### src/rtl/uart_tx_arb_pkg.sv
// Shared types and helpers for the uart_tx arbiter and its picker.
package uart_tx_arb_pkg;

  typedef enum logic [2:0] {
    ST_IDLE    = 3'd0,
    ST_LOAD    = 3'd1,
    ST_START   = 3'd2,
    ST_WAIT_HI = 3'd3,
    ST_WAIT_LO = 3'd4,
    ST_GAP     = 3'd5
  } arb_state_e;

  // Ceiling log2, never below 1 so a single-value range still gets one bit
  function automatic int unsigned clog2(input int unsigned v);
    int unsigned r;
    r = 0;
    for (int unsigned i = 0; i < 32; i++) begin
      if ((32'd1 << i) < v) r = i + 1;
    end
    return (r == 0) ? 1 : r;
  endfunction

endpackage

### src/rtl/uart_tx_arb_rr_pick.sv
// Combinational round-robin picker: first set request at or above ptr, with wrap.
module rr_pick
  import uart_tx_arb_pkg::*;
#(
  parameter  int unsigned NREQ = 4,
  localparam int unsigned IDW  = clog2(NREQ)
) (
  input  logic [NREQ-1:0] req,
  input  logic [IDW-1:0]  ptr,
  output logic [IDW-1:0]  gnt_id,
  output logic            any
);

  logic [31:0] idx;

  // Scan NREQ positions starting at ptr; ptr is always below NREQ so one subtract wraps
  always_comb begin
    gnt_id = '0;
    any    = 1'b0;
    idx    = '0;
    for (int unsigned i = 0; i < NREQ; i++) begin
      idx = 32'(ptr) + i;
      if (idx >= NREQ) idx = idx - NREQ;
      if (!any && req[idx[IDW-1:0]]) begin
        any    = 1'b1;
        gnt_id = idx[IDW-1:0];
      end
    end
  end

endmodule

### src/rtl/uart_tx_arb.sv
// Round-robin, packet-locked arbiter sharing one uart_tx core between NREQ byte streams.
module uart_tx_arb
  import uart_tx_arb_pkg::*;
#(
  parameter  int unsigned NREQ    = 4,
  parameter  int unsigned GAP_CYC = 16,
  parameter  int unsigned LOCK_TO = 1024,
  localparam int unsigned IDW     = clog2(NREQ)
) (
  input  logic              clk,
  input  logic              rstn,
  input  logic [NREQ-1:0]   req_vld,
  input  logic [8*NREQ-1:0] req_data,
  input  logic [NREQ-1:0]   req_last,
  output logic [NREQ-1:0]   req_rdy,
  output logic              tx_start,
  output logic [7:0]        tx_data,
  input  logic              tx_busy,
  output logic              owner_vld,
  output logic [IDW-1:0]    owner_id,
  output logic              to_evt
);

  localparam int unsigned GW = clog2(GAP_CYC);
  localparam int unsigned LW = clog2(LOCK_TO);
  localparam logic [GW-1:0] GAP_LAST = GW'((GAP_CYC > 0) ? GAP_CYC - 1 : 0);
  localparam logic [LW-1:0] TO_LAST  = LW'((LOCK_TO > 0) ? LOCK_TO - 1 : 0);

  arb_state_e      state_q;
  logic [IDW-1:0]  owner_q;
  logic            owner_vld_q;
  logic [IDW-1:0]  rr_ptr_q;
  logic [7:0]      data_q;
  logic            last_q;
  logic [GW-1:0]   gap_q;
  logic [LW-1:0]   to_cnt_q;
  logic            to_evt_q;

  logic [IDW-1:0]  pick_id;
  logic            pick_any;
  logic [IDW-1:0]  nxt_ptr_d;
  logic            own_vld;
  logic [7:0]      own_data;

  rr_pick #(.NREQ(NREQ)) u_pick (
    .req    (req_vld),
    .ptr    (rr_ptr_q),
    .gnt_id (pick_id),
    .any    (pick_any)
  );

  assign nxt_ptr_d = (owner_q == IDW'(NREQ - 1)) ? '0 : owner_q + 1'b1;
  assign own_vld   = req_vld[owner_q];
  assign own_data  = req_data[{owner_q, 3'b000} +: 8];

  // req_rdy and tx_start are decoded from state so handshake and launch meet their one-cycle latencies
  assign req_rdy   = (state_q == ST_LOAD) ? (req_vld & (NREQ'(1) << owner_q)) : '0;
  assign tx_start  = (state_q == ST_START) && !tx_busy;
  assign tx_data   = data_q;
  assign owner_vld = owner_vld_q;
  assign owner_id  = owner_q;
  assign to_evt    = to_evt_q;

  // Arbitration FSM: grant, byte handshake, frame sequencing, post-packet gap and lock timeout
  always_ff @(posedge clk or negedge rstn) begin
    if (!rstn) begin
      state_q     <= ST_IDLE;
      owner_q     <= '0;
      owner_vld_q <= 1'b0;
      rr_ptr_q    <= '0;
      data_q      <= '0;
      last_q      <= 1'b0;
      gap_q       <= '0;
      to_cnt_q    <= '0;
      to_evt_q    <= 1'b0;
    end else begin
      to_evt_q <= 1'b0;
      case (state_q)
        ST_IDLE: begin
          if (pick_any) begin
            owner_q     <= pick_id;
            owner_vld_q <= 1'b1;
            to_cnt_q    <= '0;
            state_q     <= ST_LOAD;
          end
        end
        ST_LOAD: begin
          if (own_vld) begin
            data_q   <= own_data;
            last_q   <= req_last[owner_q];
            to_cnt_q <= '0;
            state_q  <= ST_START;
          end else if (LOCK_TO != 0) begin
            if (to_cnt_q == TO_LAST) begin
              to_evt_q    <= 1'b1;
              owner_vld_q <= 1'b0;
              rr_ptr_q    <= nxt_ptr_d;
              to_cnt_q    <= '0;
              state_q     <= ST_IDLE;
            end else begin
              to_cnt_q <= to_cnt_q + 1'b1;
            end
          end
        end
        ST_START: begin
          if (!tx_busy) state_q <= ST_WAIT_HI;
        end
        ST_WAIT_HI: begin
          if (tx_busy) state_q <= ST_WAIT_LO;
        end
        ST_WAIT_LO: begin
          if (!tx_busy) begin
            if (last_q) begin
              owner_vld_q <= 1'b0;
              rr_ptr_q    <= nxt_ptr_d;
              state_q     <= (GAP_CYC == 0) ? ST_IDLE : ST_GAP;
            end else begin
              state_q <= ST_LOAD;
            end
          end
        end
        ST_GAP: begin
          if (gap_q == GAP_LAST) begin
            gap_q   <= '0;
            state_q <= ST_IDLE;
          end else begin
            gap_q <= gap_q + 1'b1;
          end
        end
        default: state_q <= ST_IDLE;
      endcase
    end
  end

endmodule

### config.mk
export PLATFORM = sky130hd
export DESIGN_NAME = uart_tx_arb
export DESIGN_NICKNAME = d
export VERILOG_FILES = /design/src/rtl/uart_tx_arb_pkg.sv /design/src/rtl/uart_tx_arb_rr_pick.sv /design/src/rtl/uart_tx_arb.sv
export SDC_FILE = /design/constraint.sdc
export NUM_CORES = 1
export LEC_CHECK = 0
export CAP_MARGIN = 20
export CORE_ASPECT_RATIO = 1.1
export CORE_MARGIN = 3
export CORE_UTILIZATION = 51
export DETAILED_ROUTE_END_ITERATION = 6
export GPL_TIMING_DRIVEN = 1
export HOLD_SLACK_MARGIN = 0.08
export PLACE_DENSITY = 0.93
export SYNTH_ARGS = -nofsm -noshare
export SYNTH_HDL_FRONTEND = slang
export SYNTH_SLANG_ARGS = --single-unit
### constraint.sdc
create_clock -name clk -period 5 [get_ports clk]
set_input_delay 1.5 -clock clk [delete_from_list [all_inputs] [get_ports clk]]
set_output_delay 1.5 -clock clk [all_outputs]
set_load 0.1 [all_outputs]
== Word-level counts from Yosys, hierarchy flattened ==
Index checks and enable logic that the tools add are counted.

* Add/subtract/negate cells: 10
* $lt $le $gt $ge: 9
* Eq/ne operators: 17
* Shift operators: 2
* Muxes and demuxes: 54
* Bitwise logic cells: 1
* Reduce and logical (&&, ||, !) cells: 18

{| class="wikitable"
|+ Operator list
! kind !! count
|-
| variable part select 32 x 6 -> 8 bit || 1
|-
| 2-to-1 mux 10 bit || 3
|-
| 2-to-1 mux 2 bit || 13
|-
| 2-to-1 mux 3 bit || 8
|-
| one-hot mux 10 bit (2 select lines) || 1
|-
| 2-to-1 mux 1 bit || 18
|-
| one-hot mux 3 bit (6 select lines) || 1
|-
| less-than comparator 2 x 3 -> 1 bit, second input constant || 5
|-
| != test 2 bit, second input constant || 7
|-
| binary-select mux 1 bit (select 2 bit) || 6
|-
| AND reduction 6 bit || 2
|-
| adder 10 x 1 -> 10 bit, second input constant || 1
|-
| equality test 10 bit, second input constant || 1
|-
| greater-or-equal comparator 3 bit, second input constant || 3
|-
| 2-to-1 mux 4 bit || 2
|-
| subtractor 2 x 1 -> 2 bit, second input constant || 4
|-
| adder 2 x 2 -> 3 bit, second input constant || 2
|-
| equality test 3 x 2 -> 1 bit, second input constant || 2
|-
| equality test 3 bit, second input constant || 2
|-
| AND reduction 2 bit || 3
|-
| AND reduction 5 bit || 1
|-
| adder 4 x 1 -> 4 bit, second input constant || 1
|-
| AND 4 bit || 1
|-
| equality test 4 bit, second input constant || 1
|-
| 15 further kinds || 22
|}

* Bits in registers: 32
* Input bits: 43
* Output and inout port bits: 17
* Logic and storage cells: 120

== Depth between registers and ports, before layout ==
Gate-level depths: netlist of the first run.

* Depth after elaboration: 16
* Depth in mapped cells: 6
* Gate-level depth less buffers: 5

== Modules after synthesis ==
Synthesis of the first run repeated with hierarchy kept, for this count alone.

* Cell total of the unflattened synthesis: 197
* Area total of the unflattened synthesis: 2021.9 µm²

{| class="wikitable"
|+ By module, submodules not included
! module !! instances !! cells an instance !! area an instance (µm²) !! sequential area each (µm²)
|-
| uart_tx_arb || 1 || 182 || 1944.4 || 800.8
|-
| rr_pick || 1 || 15 || 77.6 || 0.0
|}

== Least setup slack after synthesis of the first run ==
Ideal clock, no wire load.

* Kind: input port to output port
* Start point: input port tx_busy
* End point: output port tx_start
* Data arrival time: 4.770 ns
* Data required time: 3.500 ns
* Setup slack: -1.270 ns
* Cell stages on the path: 2
* Buffers on the path: 1
* Cell sequence: clkbuf_1 > nor4b_1

* Cells in the longest elaborated chain, start to end: 2

{| class="wikitable"
|+ RTL lines
! item !! RTL line !! source
|-
| start, declared || uart_tx_arb.sv:18 || <nowiki>input logic tx_busy,</nowiki>
|-
| zero test 1 bit || -- ||
|-
| logical AND 1 bit || uart_tx_arb.sv:58 || <nowiki>assign tx_start = (state_q == ST_START) && !tx_busy;</nowiki>
|-
| end, declared || uart_tx_arb.sv:16 || <nowiki>output logic tx_start,</nowiki>
|}

Every way passes these cells.

== Worst setup path after layout of the first run ==
Ends and elaborated chain as after synthesis.

==> impl_results.md, run 1 <==
- Status: completed
- HPWL Detailed: 3.96 mm
- Synth Area in Adders: roughly 3.8%
- Global route total overflow: 0
- CTS root buf: clkbuf_8
- Skew-Pair Late Insertion Delay: about 0.29 ns
- Critical Path End: tx_start
- Hold Crit Class: register to register
- Io pins: 60
- Slew Viols, Final: 0
- Most frequent cells in the layout: 54 x clkdlybuf4s50_1, 32 x dfrtp_1, 13 x nand2_1, 12 x mux2_2
- Starting density of the core: between 50 and 60%
- Max Cap Viol: 0
- R2r startpoint: owner_id[0]
- Vias in the first global route: 1,740
- Simple-gate share of the synthesized area: 18.1%
- RSZ-0062 raised after global routing: no
- Final setup viols: 0
- Initial DRC count: 57
- Maximum operating frequency: approximately 240 MHz
- Total wire length: 5.14 mm
- CTS sink cnt: 32
- Crit path from: tx_busy
- Clock power share: 11.0%
- Diodes inserted: 0
- Tot GR Track Use: ~23%
- TritonRoute pass-1 iters: 4
- Ys flop type: dfrtp_1
- WP data arrival: between 2 and 3 ns
- Worst reg-to-reg setup slack: 2.70 ns
- YS warnings: 0
- Worst Skew: ~0.0048 ns
- Setup repair bufs after CTS: 0
- Fin crit period: about 4 ns
- Relative slew margins: 32.4%
- Internal power: 816 uW
- Fin area: 0.00270 sq mm
- Vias per inst: a little under 6
- DP Area: about 0.0026 sq mm
- Post-synth cell types: 46
- Number of CTS-inserted buffers: 5
- Mux share of post-synthesis cell area: about a fifth
- Clock Path Buffers: 2
- Synthesis-to-finish area growth: 35.5%
- Drt drc: 0
- Initial antenna violation count: 0
- CORE AREA: about 0.0037 sq mm
- Mapped Avg Cell Area: 10.6 sq um
- Hold-fix buffers, CTS: 0
- Most common cell after layout, fill and taps aside: clkdlybuf4s50_1
- Die area: ~0.0047 sq mm
- Compound-Gate Fraction of Synth Area: 14.5%
- Post-synthesis xor/xnor area fraction: less than 1%
- GPL Wtd Cong: 0.815
- TritonCTS clock tree: yes
- Die H: ~72 um
- Sequential power share: approximately 28%
- Switching Fraction: between 50% and 60%
- Crit end category: output port
- Startpoint Class: input port
- Routed Antenna Nets: 0
- CP max FO: 8
- Worst Path Required: about 3.5 ns
- Net Sw Power: around 860 uW
- Hold Path Stages: 1
- Synth Instances: 189
- First-pass GRT wire length: a little over 8 mm
- Worst IR Drop VDD: between 0.3 and 0.4 mV
- Post-Syn Area: 0.00199 sq mm
- DR vias: ~1,800
- Die width: approximately 66 um
- PwrDens: between 600 and 700 mW/mm^2
- IO buf count: a little under 60
- Row Count: 23
- Post-synth ARST share: 100%
- Worst-Margin Slew: just over 1 ns
- WL per Instance: around 17 um
- Setup TNS: 0 ns
- Post_cts resized: 0
- Largest family of logic cells by synthesized area: multiplexers
- Post-Syn Nets: 238
- Reg2reg path depth: 5
- Period utilization: between 80% and 90%
- Seq/Total Area, Yosys: approximately two fifths
- P_leak: ~1.1 nW
- H-tree depth: 2
- RR Endpoint: rr_ptr_q[1]
- Layout cells sized above 1: around 17%
- Combinational share of power: 61.3%
- Critical path class: input port to output port
- FILL cells: between 200 and 300
- Pin count of the biggest net entering global routing: 33
- Number of nets in the layout: 295
- Worst-path clk slew: around 0.060 ns
- EDFF count, synth: 0
- Final Hold Vio Count: 0
- FF+latch count, synth: 32
==> through the flow <==
stage | power [mW] | setup slack [ns] | utilization (%) | std cells | hold slack, ns
3_5_place_dp | 1.50 | 0.860 | 70.7 | 289 | 0.473
3_3_place_gp | 1.46 | 0.905 | 70.7 | 289 | 0.468
6_report | 1.68 | 0.879 | 72.8 | 296 | 0.487
2_1_floorplan | 1.24 | 0.132 | - | 189 | 0.451
4_1_cts | 1.69 | 0.864 | 72.8 | 296 | 0.481
5_1_grt | 1.78 | 0.823 | 72.8 | 296 | 0.521
==> cell type report <==
class	instances	area [sq um]	share of cell area [%]
clock buffer	6	72.6	2.69
tap	50	62.6	2.31
timing repair buffer	61	606	22.4
clock inverter	1	5.00	0.185
inverter	6	22.5	0.833
sequential	32	801	29.6
multi-input combinational	140	1130	41.9
==> state kept, by name (all words and copies together), names as in the netlist <==
signal / count
owner_vld: 1
owner_id: 2
to_cnt_q: 10
last_q: 1
gap_q: 4
tx_data: 8
rr_ptr_q: 2
to_evt: 1
state_q: 3
==> per-layer routing <==
metal	vias to the layer above	global-route usage, %	part of all wire [%]
met1	868	27.6	37
met3	18	4.39	4.1
met4	0	12.2	4.2
met2	49	39.5	54
met5	-	0	0
li1	826	-	-
==> synth_stat cells (6+ instances only) <==
cell	instances	share of area, %
and3_1	6	1.9
nor2_1	11	2.1
nand2_1	13	2.4
o21ai_0	11	2.8
clkbuf_1	7	1.3
mux2_2	12	6.8
ha_1	6	3.8
dfrtp_1	32	40
a31oi_1	7	2.2
mux4_2	10	11
inv_1	6	1.1
nand3_1	7	1.8
==> power groups by stage <==
| stage | combinational (mW) | clock (mW) | sequential (mW) |
|---|---|---|---|
| global placement | 0.999 | 0 | 0.461 |
| CTS | 1.04 | 0.189 | 0.465 |
| detailed placement | 1.03 | 0 | 0.468 |
| global route | 1.10 | 0.197 | 0.481 |
| finish | 1.03 | 0.185 | 0.465 |
| floorplan | 0.491 | 0 | 0.747 |
==> critical path, cell delays in order <==
cell,delay [ns]
clkdlybuf4s50_1,0.53
nor4b_2,0.37
buf_12,0.22
==> worst min path at each step <==
stage | start | to
after floorplan | to_cnt_q[9] | to_cnt_q[9]
after global placement | to_cnt_q[9] | to_cnt_q[9]
after detailed placement | to_cnt_q[9] | to_cnt_q[9]
after CTS | to_cnt_q[9] | to_cnt_q[9]
after global routing | tx_data[6] | tx_data[6]
final | to_cnt_q[9] | to_cnt_q[9]
==> kinds of logic after synthesis <==
logic type,count (synthesis)
compound gates,43
xor+xnor,1
fa+ha+maj,6
buf+inv,17
flops,32
mux,25
simple gates,65
Note: power is estimated with default switching activity, not from simulation.
==> run 2: changes to the inputs <==
--- a/config.mk
+++ b/config.mk
@@ -8,11 +8,11 @@
 export CAP_MARGIN = 20
 export CORE_ASPECT_RATIO = 1.1
 export CORE_MARGIN = 3
-export CORE_UTILIZATION = 51
+export CORE_UTILIZATION = 43
 export DETAILED_ROUTE_END_ITERATION = 6
 export GPL_TIMING_DRIVEN = 1
 export HOLD_SLACK_MARGIN = 0.08
-export PLACE_DENSITY = 0.93
+export PLACE_DENSITY = 0.84
 export SYNTH_ARGS = -nofsm -noshare
 export SYNTH_HDL_FRONTEND = slang
 export SYNTH_SLANG_ARGS = --single-unit
==> constraint.sdc (replaced) <==
create_clock -name clk -period 3.6 [get_ports clk]
set_input_delay 1.08 -clock clk [delete_from_list [all_inputs] [get_ports clk]]
set_output_delay 1.08 -clock clk [all_outputs]
set_load 0.1 [all_outputs]
==> impl_results.md, run 2 (same netlist as run 1, synthesis figures left out) <==
- Worst-Margin Slew: 0.592 ns (was 1.01 ns)
- Reg area: 801 sq um (unchanged)
- Routed Antenna Nets: 0 (unchanged)
- WP data arrival: 2.17 ns (was 2.62 ns)
- Combinational share of power: 60.1% (was 61.3%)
- Non-filler cells, final: 300 (was 296)
- Internal power: 1.17 mW (was 816 uW)
- Placed instance count: 293 (was 289)
- Global route total overflow: 0 (unchanged)
- Crit end category: output port (unchanged)
- Initial antenna violation count: 0 (unchanged)
- Crit. path cell count: 3 (unchanged)
- Placement Setup Slack: 0.349 ns (was 0.860 ns)
- CORE AREA: 0.00438 sq mm (was 0.00371 sq mm)
- Die width: 70.9 um (was 65.6 um)
- Pin count of the biggest net entering global routing: 33 (unchanged)
- Period utilization: approximately 90%
- Post_cts resized: 0 (unchanged)
- Hold Crit Class: register to register (unchanged)
- Initial DRC count: 50 (was 57)
- Worst path bufs/invs: 2 (unchanged)
- Most common cell after layout, fill and taps aside: clkdlybuf4s50_1 (unchanged)
- H-tree depth: 2 (unchanged)
- WL per Instance: 15.9 um (was 17.4 um)
- Biggest register: to_cnt_q (unchanged)
- Worst-path clk slew: 0.06 ns (about the same)
- Relative slew margins: 60.5% (was 32.4%)
- TritonRoute pass-1 iters: 4 (unchanged)
- Vias per inst: 5.76 (was 5.95)
- Number of CTS-inserted buffers: 5 (unchanged)
- Final setup viols: 0 (unchanged)
- RSZ-0062 raised after global routing: no (unchanged)
- Clock Path Buffers: 2 (unchanged)
- Reg2reg path depth: 5 (unchanged)
- Delay-heaviest family, CP: buffers and inverters (unchanged)
- CP max FO: 8 (unchanged)
- Max Cap Viol: 0 (unchanged)
- P_leak: 1.13 nW (was 1.09 nW)
- Net Sw Power: 1.17 mW (was 863 uW)
- Critical path class: input port to output port (unchanged)
- Skew-Pair Late Insertion Delay: 0.28 ns (was 0.29 ns)
- Worst IR Drop VDD: 0.629 mV (was 0.361 mV)
- GPL Wtd Cong: 0.796 (was 0.815)
- Die area: 0.00549 sq mm (was 0.00470 sq mm)
- Crit path largest cell delay: 0.56 ns (was 0.53 ns)
- Worst setup margin: 0.350 ns (was 0.879 ns)
- Vias in the first global route: 1,663 (was 1,740)
- Tot GR Track Use: 17.9% (was 23.2%)
- CTS sink cnt: 32 (unchanged)
- Diodes inserted: 0 (unchanged)
- Sequential power share: 27.4% (was 27.7%)
- Total wire length: 4.76 mm (was 5.14 mm)
- PwrDens: 849 mW/mm^2 (was 621 mW/mm^2)
- Row Count: 25 (was 23)
- Starting density of the core: 45.5% (was 53.7%)
- Area of the multi-input gates: 0.00114 sq mm (was 0.00113 sq mm)
- Slew Viols, Final: 0 (unchanged)
- HPWL Detailed: 3.60 mm (was 3.96 mm)
- Maximum operating frequency: a little over 300 MHz
- Setup TNS: 0 ns (unchanged)
- CTS root buf: clkbuf_8 (unchanged)
- Status: completed (unchanged)
- DR vias: 1,729 (was 1,761)
- Clock power share: 12.5% (was 11.0%)
- Drt drc: 0 (unchanged)
- Startpoint Class: input port (unchanged)
- Hold-fix buffers, CTS: 0 (unchanged)
- Synthesis-to-finish area growth: 38.1% (was 35.5%)
- Setup repair bufs after CTS: 0 (unchanged)
- CP cell instances: clkdlybuf4s50_1 -> nor4b_4 -> buf_12 (was clkdlybuf4s50_1 -> nor4b_2 -> buf_12)
- Switching Fraction: 50.2% (was 51.4%)
- Worst Skew: 0.00429 ns (was 0.00476 ns)
- Fin crit period: 3.25 ns
- Number of nets in the layout: 295 (unchanged)
- Final Hold Vio Count: 0 (unchanged)
- First-pass GRT wire length: 7.93 mm (was 8.28 mm)
- FILL cells: 345 (was 253)
- TritonCTS clock tree: yes (unchanged)
- Most frequent cells in the layout: 42 x clkdlybuf4s50_1, 32 x dfrtp_1, 14 x buf_4, 13 x nand2_1, 12 x mux2_2 (was 54 x clkdlybuf4s50_1, 32 x dfrtp_1, 13 x nand2_1, 12 x mux2_2)
- Worst Path Required: 2.52 ns (was 3.50 ns)
- Die H: 77.4 um (was 71.6 um)
- Hold Path Stages: 1 (unchanged)
- Io pins: 60 (unchanged)
- IO buf count: 59 (unchanged)
- Slowest CP cell: clkdlybuf4s50_1 (unchanged)
- Layout cells sized above 1: 22.0% (was 16.7%)
- Max FFs per register: 10 (unchanged)
==> run 2: routing by layer <==
layer	wire length (um)	global-route usage, %
met5	0	0
met2	2540	30.4
met3	169	2.46
met4	79	6.77
met1	1970	23.1
==> run 2: cell type report <==
type	count	area share, %
clock buffers	7	3.50
multi-input cells	140	41.5
inverters	6	0.817
well taps	54	2.45
repair buffers	61	22.7
flip-flops and latches	32	29.1
==> run 2: power groups by stage <==
stage / sequential [mW] / clock, mW / combinational, mW
5_1_grt: 0.668 / 0.313 / 1.50
3_5_place_dp: 0.649 / 0 / 1.41
4_1_cts: 0.642 / 0.299 / 1.42
3_3_place_gp: 0.640 / 0 / 1.39
6_report: 0.641 / 0.292 / 1.41
2_1_floorplan: 1.04 / 0 / 0.689
==> run 2: worst paths after layout <==
check                             from  slack (ns)          end
min reg2reg                to_cnt_q[9]        0.49  to_cnt_q[9]
max in group asynchronous         rstn        2.11  to_cnt_q[1]
min in group asynchronous         rstn        1.20  rr_ptr_q[0]
max                            tx_busy        0.35     tx_start
max reg2reg                owner_id[0]        1.38  to_cnt_q[4]
min                        to_cnt_q[9]        0.49  to_cnt_q[9]
==> run 2: stage by stage <==
| step | hold WS [ns] | instance area [sq um] | total power, mW | util (%) |
|---|---|---|---|---|
| 6_report | 0.489 | 2760 | 2.34 | 62.9 |
| 5_1_grt | 0.502 | 2760 | 2.48 | 62.9 |
| 4_1_cts | 0.488 | 2760 | 2.36 | 62.9 |
| 3_5_place_dp | 0.479 | 2660 | 2.06 | 60.7 |
| 3_3_place_gp | 0.469 | 2660 | 2.03 | 60.7 |
| 2_1_floorplan | 0.451 | 2010 | 1.73 | - |
